[config.mk]
export PLATFORM = sky130hd
export DESIGN_NAME = btn_conditioner
export DESIGN_NICKNAME = d
export VERILOG_FILES = /design/src/rtl/btn_pkg.sv /design/src/rtl/sync_2ff.sv /design/src/rtl/btn_conditioner.sv
export SDC_FILE = /design/constraint.sdc
export NUM_CORES = 1
export LEC_CHECK = 0
export CORE_MARGIN = 2
export CORE_UTILIZATION = 50
export CTS_BUF_LIST = sky130_fd_sc_hd__clkbuf_4
export CTS_CLUSTER_SIZE = 8
export DETAILED_ROUTE_END_ITERATION = 7
export GPL_ROUTABILITY_DRIVEN = 0
export HOLD_SLACK_MARGIN = 0.1
export MAX_ROUTING_LAYER = met4
export PLACE_DENSITY = 0.67
export SYNTH_ARGS = -nofsm -noshare
export SYNTH_HDL_FRONTEND = slang
export SYNTH_SLANG_ARGS = --single-unit
[constraint.sdc]
create_clock -name clk -period 2.2 [get_ports clk]
set_input_delay 0.44 -clock clk [delete_from_list [all_inputs] [get_ports clk]]
set_output_delay 0.44 -clock clk [all_outputs]
set_load 0.05 [all_outputs]
[src/rtl/btn_pkg.sv]
// Shared types and limits for the push-button conditioning path.
package btn_pkg;

  typedef enum logic [1:0] {
    IDLE      = 2'd0,
    WAIT_HIGH = 2'd1,
    PRESSED   = 2'd2,
    WAIT_LOW  = 2'd3
  } state_t;

  localparam int DEBOUNCE_MIN = 2;

endpackage

[src/rtl/sync_2ff.sv]
// Two-flop synchroniser for a single asynchronous level.
module sync_2ff (
  input  logic clk,
  input  logic clr,
  input  logic d,
  output logic q
);

  logic meta;

  always_ff @(posedge clk) begin
    if (clr) begin
      meta <= 1'b0;
      q    <= 1'b0;
    end else begin
      meta <= d;
      q    <= meta;
    end
  end

endmodule

[src/rtl/btn_conditioner.sv]
// Synchronise, debounce and strobe a raw push-button; hold a load request
// until the downstream slow-clock tick so the counter never misses a press.
module btn_conditioner
  import btn_pkg::*;
#(
  parameter int DEBOUNCE_CYCLES = 1_000_000,
  parameter int CNT_W           = $clog2(DEBOUNCE_CYCLES + 1)
) (
  input  logic clk,
  input  logic clr,
  input  logic btn_in,
  input  logic tick,
  output logic level,
  output logic press,
  output logic load_req,
  output logic overrun
);

  // Below-minimum settings are clamped rather than producing a zero-length window.
  localparam int DB_EFF = (DEBOUNCE_CYCLES < DEBOUNCE_MIN) ? DEBOUNCE_MIN : DEBOUNCE_CYCLES;
  localparam logic [CNT_W-1:0] CNT_LAST = CNT_W'(DB_EFF - 1);

  logic             btn_s;
  state_t           state, state_d;
  logic [CNT_W-1:0] cnt, cnt_d;
  logic             press_d;
  logic             load_req_d;
  logic             overrun_d;

  sync_2ff u_sync (
    .clk (clk),
    .clr (clr),
    .d   (btn_in),
    .q   (btn_s)
  );

  always_comb begin
    state_d = state;
    cnt_d   = cnt;
    press_d = 1'b0;
    case (state)
      IDLE: begin
        if (btn_s) begin
          state_d = WAIT_HIGH;
          cnt_d   = '0;
        end
      end
      WAIT_HIGH: begin
        if (!btn_s) begin
          state_d = IDLE;
          cnt_d   = '0;
        end else if (cnt == CNT_LAST) begin
          state_d = PRESSED;
          cnt_d   = '0;
          press_d = 1'b1;
        end else begin
          cnt_d = cnt + CNT_W'(1);
        end
      end
      PRESSED: begin
        if (!btn_s) begin
          state_d = WAIT_LOW;
          cnt_d   = '0;
        end
      end
      WAIT_LOW: begin
        if (btn_s) begin
          state_d = PRESSED;
          cnt_d   = '0;
        end else if (cnt == CNT_LAST) begin
          state_d = IDLE;
          cnt_d   = '0;
        end else begin
          cnt_d = cnt + CNT_W'(1);
        end
      end
      default: begin
        state_d = IDLE;
        cnt_d   = '0;
      end
    endcase
  end

  // overrun is aligned with press, so it looks at load_req as it will be in the press cycle.
  always_comb begin
    load_req_d = load_req;
    if (press) begin
      load_req_d = 1'b1;
    end else if (tick && load_req) begin
      load_req_d = 1'b0;
    end
    overrun_d = press_d && load_req && !tick;
  end

  always_ff @(posedge clk) begin
    if (clr) begin
      state    <= IDLE;
      cnt      <= '0;
      level    <= 1'b0;
      press    <= 1'b0;
      load_req <= 1'b0;
      overrun  <= 1'b0;
    end else begin
      state    <= state_d;
      cnt      <= cnt_d;
      level    <= (state_d == PRESSED) || (state_d == WAIT_LOW);
      press    <= press_d;
      load_req <= load_req_d;
      overrun  <= overrun_d;
    end
  end

endmodule
==> results_dict.tcl, run 1 <==
set metrics [dict create \
    synth_fa_ha_area_frac 0.00931 \
    period_minus_slack_ns 2.04 \
    grt_first_pass_wirelength_um 4230 \
    synth_compound_area_frac 0.117 \
    crit_type "reg2reg" \
    worstMarginPinSlew_ns 0.762 \
    synth_area_leaders "dfxtp_1 42%, nor2_1 7.0%, xnor2_1 4.6%" \
    path_cells "ha_1, nand2_1, nor4_4, a2111oi_4, nand4b_1, o211ai_1" \
    switching_share 0.224 \
    cts_max_level 1 \
    start_util 0.533 \
    p_per_area_nw_per_um2 512 \
    coreArea_um2 2520 \
    ys_seq_elements 28 \
    cts_resized 0 \
    antenna_cells 0 \
    syn_nets 155 \
    synth-simple-area-share 0.329 \
    maxSlewViolCount 0 \
    power.internal_mw 0.591 \
    crit_family "compound AO/OA/AOI/OAI gates" \
    clkSinkCount 28 \
    clock_path_buffers 2 \
    area_growth_pct 10.5 \
    maxCapViolCount 0 \
    crit_slowest_cell "a2111oi_4" \
    holdBufCountCts 0 \
    power.share.clock 0.280 \
    post_drt_via_cell_ratio 5.72 \
    synth_cell_type_count 31 \
    seq_power_share 0.673 \
    tritoncts "done" \
    crit_required_ns 2.46 \
    antenna_found_initial 0 \
    synthMuxAreaShare 0.0298 \
    place_ws_ns 0.170 \
    critPathBufInv 0 \
    p_leak_nw 0.468 \
    synth_seq_area_share 0.417 \
    syn_inst 150 \
    critical_path_peak_fanout 9 \
    finalHoldWorstSlack_ns 0.462 \
    finalNonFillerCells 191 \
    crit_path_start_kind "flop" \
    switchingPower_mw 0.170 \
    drt_iter0_markers 38 \
    combPwrFrac 0.048 \
    fillers 252 \
    max_freq_mhz 491 \
    drcViolationCount 0 \
    clock_skew_ns 0.00439 \
    setup_viol 0 \
    report.final.hold_viol_count 0 \
    portBuffers 7 \
    ios 8 \
    rows 18 \
    crit_arrival_ns 2.30 \
    die_area_um2 3120 \
    cts_buffers 3 \
    setup_ws_ns 0.163 \
    yosys.area.top_type "dfxtp_1" \
    fin_nets 167 \
    relSlewSlack 0.492 \
    clk_latency_ns 0.32 \
    cp_slowest_stage_delay_ns 0.75 \
    rsz0062_at_grt "no" \
    setup_total_negative_slack_ns 0 \
    place_hpwl_um 1890 \
    grt-ovfl-total 0 \
    dieHeight_um 55.8 \
    fin_crit_sh 0.926 \
    synth_area_per_cell_um2 8.96 \
    grt_use_total 0.173 \
    firstDrtPassIters 6 \
    drt_wl_total_um 2500 \
    ys_warn_count 0 \
    ant_nets 0 \
    dr_total_vias 1092 \
    grt_max_degree 16 \
    dpl.cell_count 187 \
    synth_top_area_frac 0.417 \
    hold_class "reg2reg" \
    synthXorXnorAreaFrac 0.0782 \
    ir_drop_mv 0.442 \
    cp-end-kind "flop" \
    dieWidth_um 55.8 \
    drive_gt1_frac 0.0807 \
    outcome "finished, final reports clean" \
    root_buffer "clkbuf_4" \
    grt_pass1_vias 932 \
    synth_top_family_by_area "simple AND/OR/NAND/NOR gates" \
    routedWlPerCell_um 13.1 \
    synth_area_um2 1340 \
    cts_setup_buffers 0 \
    clk_pin_slew_worst_paths_ns 0.14 \
]
## layout make-up
| class | count | area, µm² | area share |
|---|---|---|---|
| Multi-Input combinational cell | 115 | 757 | 0.510 |
| Sequential cell | 28 | 561 | 0.377 |
| Timing Repair Buffer | 9 | 85.1 | 0.0573 |
| Tap cell | 30 | 37.5 | 0.0253 |
| Clock buffer | 3 | 22.5 | 0.0152 |
| Inverter | 5 | 18.8 | 0.0126 |
| Clock inverter | 1 | 3.75 | 0.00253 |
## power by group through the flow
stage | sequential, mW | combinational [mW] | clock [mW]
final | 0.511 | 0.0362 | 0.213
after global routing | 0.512 | 0.0397 | 0.238
after CTS | 0.512 | 0.0366 | 0.221
after detailed placement | 0.522 | 0.0362 | 0
after global placement | 0.522 | 0.0357 | 0
after floorplan | 0.522 | 0.0209 | 0
## synthesized netlist by cell type
cell type and count:
a2111oi_4 2, a21oi_1 9, a22oi_1 2, and3_1 3
and4_1 2, buf_1 1, clkbuf_1 1, dfxtp_1 28
ha_1 1, inv_1 5, mux2i_1 4, nand2_1 10
nand3_1 11, nand4_1 5, nand4b_1 1, nor2_1 25
nor2_8 1, nor2b_1 3, nor3_1 7, nor3b_1 1
nor4_1 1, nor4_4 1, nor4b_2 1, o211ai_1 2
o21ai_0 4, o21bai_1 1, or3_1 3, or3b_2 1
or4b_4 2, xnor2_1 7, xor2_1 5
## per-layer routing
metal / share of wire / up-vias / track usage
li1: - / 554 / -
met1: 0.50 / 516 / 0.250
met2: 0.45 / 17 / 0.252
met3: 0.031 / 5 / 0.0209
met4: 0.013 / 0 / 0.0612
met5: 0 / - / -
## layout by cell type (no fill, tap or decap), types with 3 or more instances in the layout
master	n
nor2b_1	3
nor2_1	25
nand4_1	5
o21ai_0	4
dfxtp_1	28
clkbuf_4	3
xnor2_1	7
a21oi_1	9
xor2_1	5
or3_1	3
clkdlybuf4s50_1	7
inv_1	5
and3_1	3
mux2i_1	4
nor3_1	7
nand3_1	11
nand2_1	10
## state kept, by name (all words and copies together) (netlist names)
name	count
cnt	20
state	2
level	1
load_req	1
overrun	1
press	1
u_sync.meta	1
u_sync.q	1
## path summary, 6_finish.rpt
| kind | slack, ns | end | start | cells after the start |
|---|---|---|---|---|
| setup / recovery | 0.16 | cnt[18]$_SDFFE_PP0P_ | cnt[0]$_SDFFE_PP0P_ | 6 |
| hold reg to reg | 0.46 | u_sync.q$_SDFF_PP0_ | u_sync.meta$_SDFF_PP0_ | 1 |
| hold / removal | 0.46 | u_sync.q$_SDFF_PP0_ | u_sync.meta$_SDFF_PP0_ | 1 |
| setup reg to reg | 0.16 | cnt[18]$_SDFFE_PP0P_ | cnt[0]$_SDFFE_PP0P_ | 6 |
## stage by stage
step           power [mW]  area [µm²]   util
2_1_floorplan       0.543        1340      -
3_5_place_dp        0.559        1460  0.578
6_report            0.761        1490  0.589
5_1_grt             0.790        1490  0.589
3_3_place_gp        0.558        1460  0.578
4_1_cts             0.769        1490  0.589
## kinds of logic (layout without fill, tap and decap cells)
family | Yosys count | count (layout)
flip-flops | 28 | 28
multiplexers | 4 | 4
buffers and inverters | 7 | 18
AND/OR/NAND/NOR | 78 | 78
XOR/XNOR | 12 | 12
adder cells (fa/ha/maj) | 1 | 1
AO/OA/AOI/OAI | 20 | 20
No activity file was read; power rests on OpenSTA's default activity.
==> run 2: changes to the inputs <==
==> constraint.sdc (replaced) <==
create_clock -name clk -period 2.2 [get_ports clk]
set_input_delay 0.44 -clock clk [delete_from_list [all_inputs] [get_ports clk]]
set_output_delay 0.44 -clock clk [all_outputs]
set_load 0.1 [all_outputs]
==> results_dict.tcl, run 2 (synthesis results as in run 1) <==
set metrics [dict create \
    clk_pin_slew_worst_paths_ns 0.14 \
    cts_max_level 1 \
    top_regs "cnt x20, state x2" \
    clock_path_buffers 2 \
    hold_class "reg2reg" \
    grt_max_degree 15 \
    crit_type "reg2reg" \
    drive_gt1_frac 0.106 \
    drcViolationCount 0 \
    setup_ws_ns 0.179 \
    start_util 0.533 \
    largest_reg_flops 20 \
    largest-register "cnt" \
    place_hpwl_um 1920 \
    coreArea_um2 2520 \
    seq_power_share 0.676 \
    final_common_cell "dfxtp_1" \
    rows 18 \
    switchingPower_mw 0.168 \
    dr_total_vias 1083 \
    crit_slowest_cell "a2111oi_4" \
    tritoncts "done" \
    grt_first_pass_wirelength_um 4530 \
    cts_buffers 3 \
    antenna_found_initial 0 \
    root_buffer "clkbuf_4" \
    cp-end-kind "flop" \
    holdBufCountCts 0 \
    drt_iter0_markers 23 \
    rsz0062_at_grt "no" \
    setup_total_negative_slack_ns 0 \
    fin_nets 167 \
    relSlewSlack 0.485 \
    ios 8 \
    outcome "finished, final reports clean" \
    antenna_cells 0 \
    period_minus_slack_ns 2.02 \
    fin_area_um2 1470 \
    firstDrtPassIters 4 \
    place_ws_ns 0.138 \
    combPwrFrac 0.048 \
    worstMarginPinSlew_ns 0.772 \
    crit_required_ns 2.47 \
    grt_use_total 0.185 \
    regArea_um2 561 \
    ir_drop_mv 0.412 \
    ant_nets 0 \
    crit_path_start_kind "flop" \
    p_leak_nw 0.475 \
    routedWlPerCell_um 13.5 \
    dieHeight_um 55.8 \
    final_cell_mix "28 x dfxtp_1, 25 x nor2_1, 11 x nand3_1, 10 x nand2_1, 9 x a21oi_1" \
    p_per_area_nw_per_um2 514 \
    multi_input_area_um2 757 \
    maxSlewViolCount 0 \
    critical_path_peak_fanout 9 \
    cp_slowest_stage_delay_ns 0.70 \
    path_cells "ha_1, nand2_1, nor4_4, a2111oi_4, nand4b_1, o211ai_1" \
    dieWidth_um 55.8 \
    switching_share 0.222 \
    cts_resized 0 \
    clkSinkCount 28 \
    r2r_slack_ns 0.18 \
    area_growth_pct 9.50 \
    power.share.clock 0.276 \
    grt_pass1_vias 1033 \
    setup_viol 0 \
    grt-ovfl-total 0 \
    maxCapViolCount 0 \
    report.final.hold_viol_count 0 \
    finalHoldWorstSlack_ns 0.456 \
    crit_arrival_ns 2.29 \
    portBuffers 7 \
    drt_wl_total_um 2560 \
    post_drt_via_cell_ratio 5.70 \
    dpl-instance-area_um2 1450 \
    die_area_um2 3120 \
    max_freq_mhz 495 \
    fin_crit_sh 0.919 \
    clk_latency_ns 0.33 \
    fillers 245 \
    power.internal_mw 0.588 \
    clock_skew_ns 0.00231 \
]
run 2: critical path: cells and delay by family (launching register included):
family	cells	cell delay (ns)
compound gates	2	0.89
simple gates	3	0.43
flops	1	0.37
fa+ha+maj	1	0.26
run 2: routing by layer:
metal / wire [µm] / vias up / global-route usage
li1: - / 557 / -
met1: 1270 / 504 / 0.239
met2: 1180 / 16 / 0.294
met3: 66 / 6 / 0.0209
met4: 48 / 0 / 0.0816
met5: 0 / - / -
run 2: area by class of cell:
class / instances / share of cell area
multi-input combinational: 115 / 0.514
sequential: 28 / 0.381
timing repair buffer: 9 / 0.0510
inverter: 5 / 0.0128
tap: 30 / 0.0255
clock buffer: 3 / 0.0153
run 2: repair_timing:
item | 4_1_cts | 5_1_grt
setup endpoints to repair | 0 | 2
endpoints found under the hold margin | 0 | 0
buffers inserted | 0 | 0
run 2: path summary, 6_finish.rpt:
check	cells after the start	end	startpoint
max reg2reg	6	cnt[18]$_SDFFE_PP0P_	cnt[0]$_SDFFE_PP0P_
max	6	cnt[18]$_SDFFE_PP0P_	cnt[0]$_SDFFE_PP0P_
min reg2reg	1	u_sync.q$_SDFF_PP0_	u_sync.meta$_SDFF_PP0_
min	1	u_sync.q$_SDFF_PP0_	u_sync.meta$_SDFF_PP0_
run 2: stage by stage:
step | instances | utilization | total power [mW]
floorplan | 150 | - | 0.543
global placement | 187 | 0.574 | 0.558
detailed placement | 187 | 0.574 | 0.559
CTS | 190 | 0.583 | 0.767
global route | 190 | 0.583 | 0.787
finish | 190 | 0.583 | 0.756
run 2: power groups by stage:
stage	Combinational, mW	Sequential (mW)	Clock [mW]
after floorplan	0.0209	0.522	0
after global placement	0.0358	0.522	0
after detailed placement	0.0363	0.523	0
after CTS	0.0364	0.512	0.219
after global routing	0.0399	0.512	0.235
final	0.0363	0.511	0.209
==> variant, RTL diff (config.mk and constraints of run 2) <==
The 4 states of `state_t` get a one-hot encoding in 4 bits.
--- a/src/rtl/btn_pkg.sv
+++ b/src/rtl/btn_pkg.sv
@@ -1,11 +1,11 @@
 // Shared types and limits for the push-button conditioning path.
 package btn_pkg;
 
-  typedef enum logic [1:0] {
-    IDLE      = 2'd0,
-    WAIT_HIGH = 2'd1,
-    PRESSED   = 2'd2,
-    WAIT_LOW  = 2'd3
+  typedef enum logic [3:0] {
+    IDLE      = 4'b0001,
+    WAIT_HIGH = 4'b0010,
+    PRESSED   = 4'b0100,
+    WAIT_LOW  = 4'b1000
   } state_t;
 
   localparam int DEBOUNCE_MIN = 2;
Check against the original RTL: same outputs for any inputs over 10 cycles, from zero or initial values; not proved beyond that.
==> variant against run 2 <==
- setup slack got worse by 0.029 ns
- area after synthesis up 17%
- sequential power up 7.2%
- routed wire length grew 29%
- total power increased by 36%
- sequential cell count rose by 2
- count of clock-buffer cells in the layout is 2 higher
- design area up 21%
- highest routed layer unchanged
==> variant: results (changes against run 2) <==
<table>
<tr><th>Metric</th><th>Value</th></tr>
<tr><th colspan="2">Outcome</th></tr>
<tr><td>Result of the run</td><td>finished clean</td></tr>
<tr><th colspan="2">Cells and area</th></tr>
<tr><td>Number of fill cells</td><td>276 (+13%)</td></tr>
<tr><td>Share of cells above drive strength 1</td><td>0.201 (+0.0948)</td></tr>
<tr><td>Largest registers ranked by flip-flop count</td><td>cnt: 20 flops, state: 4 flops</td></tr>
<tr><td>Post-layout net count</td><td>198 (+19%)</td></tr>
<tr><th colspan="2">Pwr</th></tr>
<tr><td>Leakage power figure</td><td>0.000595 uW (+25%)</td></tr>
<tr><td>Reported sequential group power</td><td>548 uW (+7.2%)</td></tr>
<tr><td>Worst vdd ir</td><td>0.384 mV (-6.7%)</td></tr>
<tr><td>Sw frac</td><td>0.222 (about the same)</td></tr>
<tr><th colspan="2">Worst setup path</th></tr>
<tr><td>Reg2Reg Depth</td><td>5 (-1)</td></tr>
<tr><td>Setup slack of the worst register-to-register path</td><td>0.15 ns (-0.03 ns)</td></tr>
<tr><td>R2r startpoint</td><td>cnt[15]</td></tr>
<tr><th colspan="2">CTS</th></tr>
<tr><td>Number of buffers inserted during clock tree synthesis</td><td>5 (+2)</td></tr>
<tr><td>H-Tree Level Count</td><td>2 (+1)</td></tr>
<tr><th colspan="2">Global route</th></tr>
<tr><td>Vias in the first global route</td><td>1223 (+18%)</td></tr>
<tr><td>Largest net degree at the start of global routing</td><td>17 (+2)</td></tr>
<tr><td>Global-route wire length before repair</td><td>5.53 mm (+22%)</td></tr>
<tr><td>GRT Total Usage</td><td>0.215 (+0.0297)</td></tr>
<tr><th colspan="2">Logic synthesis</th></tr>
<tr><td>Seq/Total Area, Yosys</td><td>0.383 (-0.0337)</td></tr>
<tr><td>Count of distinct cell types in the synthesized netlist</td><td>53 (+71%)</td></tr>
<tr><td>Cells taking the most area after synthesis</td><td>dfxtp_1, nor2_1, xnor2_1, nand3_1, nand2_1</td></tr>
<tr><td>Fraction of synthesized cell area in xor and xnor cells</td><td>0.0503 (-0.0279)</td></tr>
<tr><td>Synth Area in Compound Gates</td><td>0.169 (+0.0512)</td></tr>
<tr><td>Number of cells produced by synthesis</td><td>177 (+18%)</td></tr>
<tr><th colspan="2">Routing</th></tr>
<tr><td>Detailed router's first-iteration violation count</td><td>75 (+230%)</td></tr>
<tr><td>Wire length per cell</td><td>13.9 um (+3.3%)</td></tr>
<tr><td>Per-cell via count in the routed design</td><td>5.74 (+0.77%)</td></tr>
<tr><th colspan="2">Placement</th></tr>
<tr><td>Number of instances in the placed design</td><td>230 (+23%)</td></tr>
<tr><td>Total placed instance area</td><td>1700 sq um (+17%)</td></tr>
<tr><td>Detail Placement HPWL</td><td>2.46 mm (+28%)</td></tr>
<tr><th colspan="2">STA</th></tr>
<tr><td>Worst slew margin relative to its limit</td><td>0.709 (+0.224)</td></tr>
</table>
==> variant: final cells by class <==
| cell class | instances | area, sq um | share of cell area |
|---|---|---|---|
| well taps | 44 | 55.1 | 0.0310 |
| flip-flops and latches | 30 | 601 | 0.338 |
| inverters | 5 | 18.8 | 0.0106 |
| multi-input cells | 134 | 890 | 0.501 |
| repair buffers | 17 | 135 | 0.0761 |
| clock buffers | 5 | 37.5 | 0.0211 |
| clock inverters | 3 | 40.0 | 0.0225 |
==> variant: how the worst max path moves through the flow <==
stage,end,cells after the start
2_1_floorplan,cnt[3],6
3_3_place_gp,cnt[3],5
3_5_place_dp,cnt[3],5
4_1_cts,cnt[3],5
5_1_grt,cnt[19],5
6_report,cnt[3],5
==> variant: metal layers <==
metal	track usage	wire (um)
met2	0.320	1520
met1	0.272	1610
met4	0.102	64
met3	0.0519	122
met5	-	0
